<file path="src/rtl/regfile_scrub.sv">
// Register file with post-reset scrub, two read ports, a pair view and byte/pair writes.
// Define REGFILE_BYPASS_EN to forward same-cycle writes onto the read ports.
module regfile_scrub #(
    parameter int REG_COUNT  = 16,
    parameter int DATA_WIDTH = 8,
    parameter int ADDR_WIDTH = $clog2(REG_COUNT),
    parameter int ZERO_REG   = 0
) (
    input  logic                    clk,
    input  logic                    rst_n,
    input  logic [ADDR_WIDTH-1:0]   readAddr1,
    input  logic [ADDR_WIDTH-1:0]   readAddr2,
    output logic [DATA_WIDTH-1:0]   reg1,
    output logic [DATA_WIDTH-1:0]   reg2,
    output logic [2*DATA_WIDTH-1:0] pair1,
    input  logic [ADDR_WIDTH-1:0]   writeAddr,
    input  logic [DATA_WIDTH-1:0]   writeData,
    input  logic [DATA_WIDTH-1:0]   writeDataHi,
    input  logic                    writeEn,
    input  logic                    writePair,
    output logic                    ready
);

    localparam logic [0:0] SCRUB = 1'b0;
    localparam logic [0:0] READY = 1'b1;
    localparam logic [ADDR_WIDTH-1:0] LAST = ADDR_WIDTH'(REG_COUNT - 1);

    logic [0:0]            state;
    logic [ADDR_WIDTH-1:0] cnt;
    logic [DATA_WIDTH-1:0] regs [REG_COUNT];

    logic [ADDR_WIDTH-1:0] wr_lo;
    logic [ADDR_WIDTH-1:0] wr_hi;
    logic [ADDR_WIDTH-1:0] rd_lo;
    logic [ADDR_WIDTH-1:0] rd_hi;

    assign ready = (state == READY);
    assign wr_lo = {writeAddr[ADDR_WIDTH-1:1], 1'b0};
    assign wr_hi = {writeAddr[ADDR_WIDTH-1:1], 1'b1};
    assign rd_lo = {readAddr1[ADDR_WIDTH-1:1], 1'b0};
    assign rd_hi = {readAddr1[ADDR_WIDTH-1:1], 1'b1};

    // Storage is never reset directly; the scrub walk clears it instead.
    always_ff @(posedge clk) begin
        if (!rst_n) begin
            state <= SCRUB;
            cnt   <= '0;
        end else if (state == SCRUB) begin
            regs[cnt] <= '0;
            cnt       <= cnt + ADDR_WIDTH'(1);
            if (cnt == LAST)
                state <= READY;
        end else if (writeEn) begin
            if (writePair) begin
                if (!(ZERO_REG != 0 && wr_lo == '0))
                    regs[wr_lo] <= writeData;
                regs[wr_hi] <= writeDataHi;
            end else if (!(ZERO_REG != 0 && writeAddr == '0)) begin
                regs[writeAddr] <= writeData;
            end
        end
    end

    function automatic logic [DATA_WIDTH-1:0] rd(input logic [ADDR_WIDTH-1:0] a);
        logic [DATA_WIDTH-1:0] v;
        v = regs[a];
`ifdef REGFILE_BYPASS_EN
        if (ready && writeEn) begin
            if (writePair) begin
                if (a == wr_hi)
                    v = writeDataHi;
                else if (a == wr_lo)
                    v = writeData;
            end else if (a == writeAddr) begin
                v = writeData;
            end
        end
`endif
        // Hardwired zero and the not-ready blanking override everything.
        if (!ready || (ZERO_REG != 0 && a == '0))
            v = '0;
        return v;
    endfunction

    always_comb begin
        reg1  = rd(readAddr1);
        reg2  = rd(readAddr2);
        pair1 = {rd(rd_hi), rd(rd_lo)};
    end

endmodule
</file>
<file path="config.mk">
export PLATFORM = sky130hd
export DESIGN_NAME = regfile_scrub
export DESIGN_NICKNAME = d
export VERILOG_FILES = /design/src/rtl/regfile_scrub.sv
export SDC_FILE = /design/constraint.sdc
export NUM_CORES = 1
export LEC_CHECK = 0
export ABC_AREA = 0
export BUFFER_PORTS_ARGS = -buffer_cell sky130_fd_sc_hd__buf_2
export CAP_MARGIN = 20
export CORE_ASPECT_RATIO = 1.75
export CORE_UTILIZATION = 30
export DETAILED_ROUTE_END_ITERATION = 8
export PLACE_DENSITY = 0.44
export SYNTH_ARGS = -nofsm -noshare
export SYNTH_HDL_FRONTEND = slang
export SYNTH_SLANG_ARGS = --single-unit
</file>
<file path="constraint.sdc">
create_clock -name clk -period 6.6 [get_ports clk]
set_clock_uncertainty 0.15 [all_clocks]
set_input_delay 1.32 -clock clk [delete_from_list [all_inputs] [get_ports clk]]
set_output_delay 1.32 -clock clk [all_outputs]
set_load 0.03 [all_outputs]
</file>
Word-level counts from Yosys, hierarchy flattened
Memories as Yosys holds them, arrays and structs flattened.
Index checks and enable logic that the tools add are counted.
{"block": "word_totals", "latchBits": 0, "n_memories": 1, "ff_bits": 5, "ramBits": 128, "wordCells": 32, "in_bits": 32, "out_inout_bits": 33, "rom_bits": 0}
{"name": "regs", "depth": 16, "width": 8, "rd": 4, "rd_ports_with_merged_regs": 0, "wr": 2, "line_no": "30", "text": "logic [DATA_WIDTH-1:0] regs [REG_COUNT];"}
{"block": "op_classes", "n_reduce_logical": 2, "shifts": 0, "bitwise_logic": 0, "addsub": 1, "n_mul": 0, "mux": 25, "n_eq_ne": 1, "order_cmp": 0, "div_mod_pow": 0}
{"operator": "two-way mux 8 bit", "count": 6}
{"operator": "two-way mux 1 bit", "count": 17}
{"operator": "OR reduction 8 bit", "count": 2}
{"operator": "two-way mux 4 bit", "count": 2}
{"operator": "adder 4 x 1 -> 4 bit (second input constant)", "count": 1}
{"operator": "== test 4 bit (second input constant)", "count": 1}

Logic depth before layout (Yosys ltp)
{"block": "logic_depth", "word_depth": 8, "depth_mapped": 7, "depth_no_buf": 4}

Worst setup path after synthesis
No wires, ideal clock.
{"block": "synth_path", "path_kind": "input port to output port", "startpoint": "input port readAddr2[0]", "endpoint": "output port reg2[7]", "required_ns": 5.130, "path_buffers": 3, "slack_ns": 2.349, "t_arrival_ns": 2.781, "stages": 7, "path_cell_list": "buf_6 -> buf_6 -> buf_6 -> mux2i_1 -> a22oi_1 -> o211ai_1 -> o21ai_0"}
{"block": "synth_via", "elab_chain_len": 2}
{"item": "start, declared", "line_no": "12", "text": "input logic [ADDR_WIDTH-1:0] readAddr2,"}
{"item": "memory read (16 x 8 bit)"}
{"item": "two-way mux 8 bit", "line_no": "80", "text": "if (!ready || (ZERO_REG != 0 && a == '0))"}
{"item": "end, declared", "line_no": "14", "text": "output logic [DATA_WIDTH-1:0] reg2,"}
No other way between the ends.

Worst setup path in the final report
{"block": "layout_path", "startpoint": "input port readAddr1[3]", "endpoint": "output port reg1[1]"}
{"block": "layout_via", "elab_chain_len": 2}
{"item": "start, declared", "line_no": "11", "text": "input logic [ADDR_WIDTH-1:0] readAddr1,"}
{"item": "memory read (16 x 8 bit)"}
{"item": "two-way mux 8 bit", "line_no": "80"}
{"item": "end, declared", "line_no": "13", "text": "output logic [DATA_WIDTH-1:0] reg1,"}
No other way between the ends.

==> reports/results.tsv <==
stage	metric	value	unit
run_status	status	finished, final reports clean	
place	port_buffers	64	
cts	htree_num_levels	4	
critical_path	cp_slowest_cell	nor2b_1	
cells_and_area	num_antenna_cells	0	
cts	postCtsHoldBufs	0	
global_route	grt_pass1_wl	46900	um
route	drcViolationCount	0	
global_route	grt_start_max_net_pins	52	
logic_synthesis	synth-edff-count	128	
cts	clk_path_buf_depth	2	
cts	post-cts-setup-buffers	0	
sta	max_freq	0.199	GHz
route	vias_per_cell	5.75	
logic_synthesis	synth.cell_area	0.00887	mm^2
floorplan	chipWidth	132	um
critical_path	crit_top_cell	buf_2	
cts	insertion_delay	0.44	ns
cells_and_area	layout-drive-gt1-share	28.3	%
sta	setup_viol	0	
place	gp_congestion	0.900	
logic_synthesis	async_flop_share	0	%
cells_and_area	layout.nets	763	
worst_hold_path	hold_path.class	flip-flop to flip-flop	
logic_synthesis	yosys_warnings	0	
critical_path	arrival	3.57	ns
global_route	grt_overflow	0	
logic_synthesis	postSynthAreaPerCell	12.9	um^2
cells_and_area	fin_util	35.1	%
logic_synthesis	dominantRegCellSynth	edfxtp_1	
place	place_inst	1088	
cts	cts_root_buf	clkbuf_16	
place	dpl.hpwl	25200	um
route	wl	32900	um
floorplan	core_area	0.0288	mm^2
logic_synthesis	synth_nets	718	
critical_path	critPathMaxFanout	17	
job	drv_cap	0	
cts	clock_sinks	133	
critical_path	critical_path_buf_inv_count	2	
critical_path	crit_required	5.13	ns
sta	drv_slew	0	
pwr	peakVddDrop	127	uV
sta	min_period_over_period	76.3	%
sta	worst_slew_pin_slew	1.02	ns
pwr	leakage	4.33	nW
route	post_drt_wl_per_cell	29.3	um
cells_and_area	area_growth	14.0	%
cells_and_area	fillCellCount	2796	
critical_path	worstPathCellList	buf_2 > nor2b_1 > and2_1 > nand2_1 > o211ai_1 > buf_2	
route	antenna_left	0	
floorplan	ios	65	
critical_path	worstSetupEndpointType	output port	
cts	path_clk_slew	0.06	ns
pwr	total_power	2.08	mW
sta	tns	0	ns
critical_path	critPathTopFamily	simple AND/OR/NAND/NOR gates	
critical_path	critPathKind	input port to output port	
critical_path	slowest_delay	0.85	ns
cts	cts_resized	0	
floorplan	rows	82	
cells_and_area	stdcell_count	1121	
logic_synthesis	synth-seq-cells	133	
global_route	grt.total_usage	22.5	%
sta	relSlewSlack	32.1	%
sta	rsz0062_at_grt	false	
logic_synthesis	yosysSeqAreaShare	44.5	%
cts	numCtsBuffers	17	
logic_synthesis	synth.distinct_cells	48	
cts	cts_tree	yes	
floorplan	initial_core_util	30.8	%
logic_synthesis	synth_cells	685	
global_route	antenna_found_initial	0	
sta	hold_violations	0	
critical_path	startpoint_type	input port	
global_route	grt_pass1_vias	6781	
route	firstDrtPassIters	6	
route	num_vias	6447	
floorplan	die-area	0.0303	mm^2
sta	min_period	5.04	ns
floorplan	fp.dieH	229	um
route	drtIter0Drc	456	
pwr	power_density	206	mW/mm^2
-- Yosys cell counts (9+ instances only) --
library cell	count	area [um^2]
mux4_2	75	1690
o21ai_0	14	70.1
a21oi_1	9	45.0
nor2b_1	49	307
clkbuf_1	18	67.6
edfxtp_1	128	3840
a21o_1	64	480
nand3_1	11	55.1
nor2_1	13	48.8
o211ai_1	9	67.6
buf_1	9	33.8
and2b_1	9	67.6
buf_2	19	95.1
and2_1	44	275
nand2b_1	9	56.3
nand2_1	38	143
mux2i_1	55	551
-- where the power goes --
group | internal (mW) | leakage (nW) | switching (mW)
clock network | 0.595 | 0.297 | 0.379
logic | 0.0706 | 2.60 | 0.0952
registers | 0.923 | 1.43 | 0.0148
total | 1.59 | 4.33 | 0.489
-- per-stage QoR --
step                      hold WS (ns)  worst slack, ns  instance area [um^2]
after floorplan                  0.340             2.35                  8870
after global placement           0.361             1.62                  9500
after detailed placement         0.373             1.60                  9500
after CTS                        0.384             1.60                 10100
after global routing             0.428             1.45                 10100
final                            0.382             1.56                 10100
-- cells by family after synthesis --
group                      after synthesis  synth area share [%]
DFF                                    133                  44.5
muxes                                  136                  26.0
buffers and inverters                   66                  4.08
adders and majority gates                1                 0.141
xor gates and xnor gates                 2                 0.198
AOI/OAI and AO/OA                      136                  10.9
and+or+nand+nor                        211                  14.2
-- worst min-delay path: stages, from the launching register on --
cell and delay (ns):
dfxtp_1 0.33, o21ai_0 0.07, a21boi_0 0.08
-- worst paths after layout --
check | from | to | slack [ns] | cells past startpoint
setup / recovery | readAddr1[3] | reg1[1] | 1.56 | 6
hold / removal | cnt[3] | cnt[3] | 0.38 | 2
setup reg to reg | ready | regs[10][5] | 3.45 | 4
hold reg to reg | cnt[3] | cnt[3] | 0.38 | 2
-- sequential cells by signal, summed over array words and instances, names as in the netlist --
name,flops
ready,1
cnt,4
regs,128
-- final cells by class --
cell class,count,area (um^2),share of cell area [%]
Timing Repair Buffer,88,503,4.98
Inverter,4,15.0,0.149
Sequential cell,133,3940,39.0
Clock buffer,17,425,4.21
Clock inverter,15,178,1.76
Multi-Input combinational cell,486,4570,45.2
Tap cell,378,473,4.68
-- routing by layer --
layer | vias to the layer above | wire, um | global-route usage [%]
met3 | 116 | 1310 | 3.50
met4 | 0 | 3090 | 20.4
met1 | 3256 | 10700 | 21.4
met2 | 299 | 17800 | 41.0
li1 | 2776 | - | -
met5 | - | 0 | 0
-- placed cells by master, fill, tap and decap left out, types with 9 or more instances in the layout --
cell type  count
nor2b_1       49
mux4_2        75
nand2b_1       9
buf_4         25
nand3_1       11
edfxtp_1     128
and2b_1        9
and2_1        44
o211ai_1       9
clkbuf_16     17
a21oi_1        9
o21ai_0       14
nor2_1        13
a21o_1        64
nand2_1       38
mux2i_1       55
buf_2         63
No activity file was read; power rests on OpenSTA's default activity.
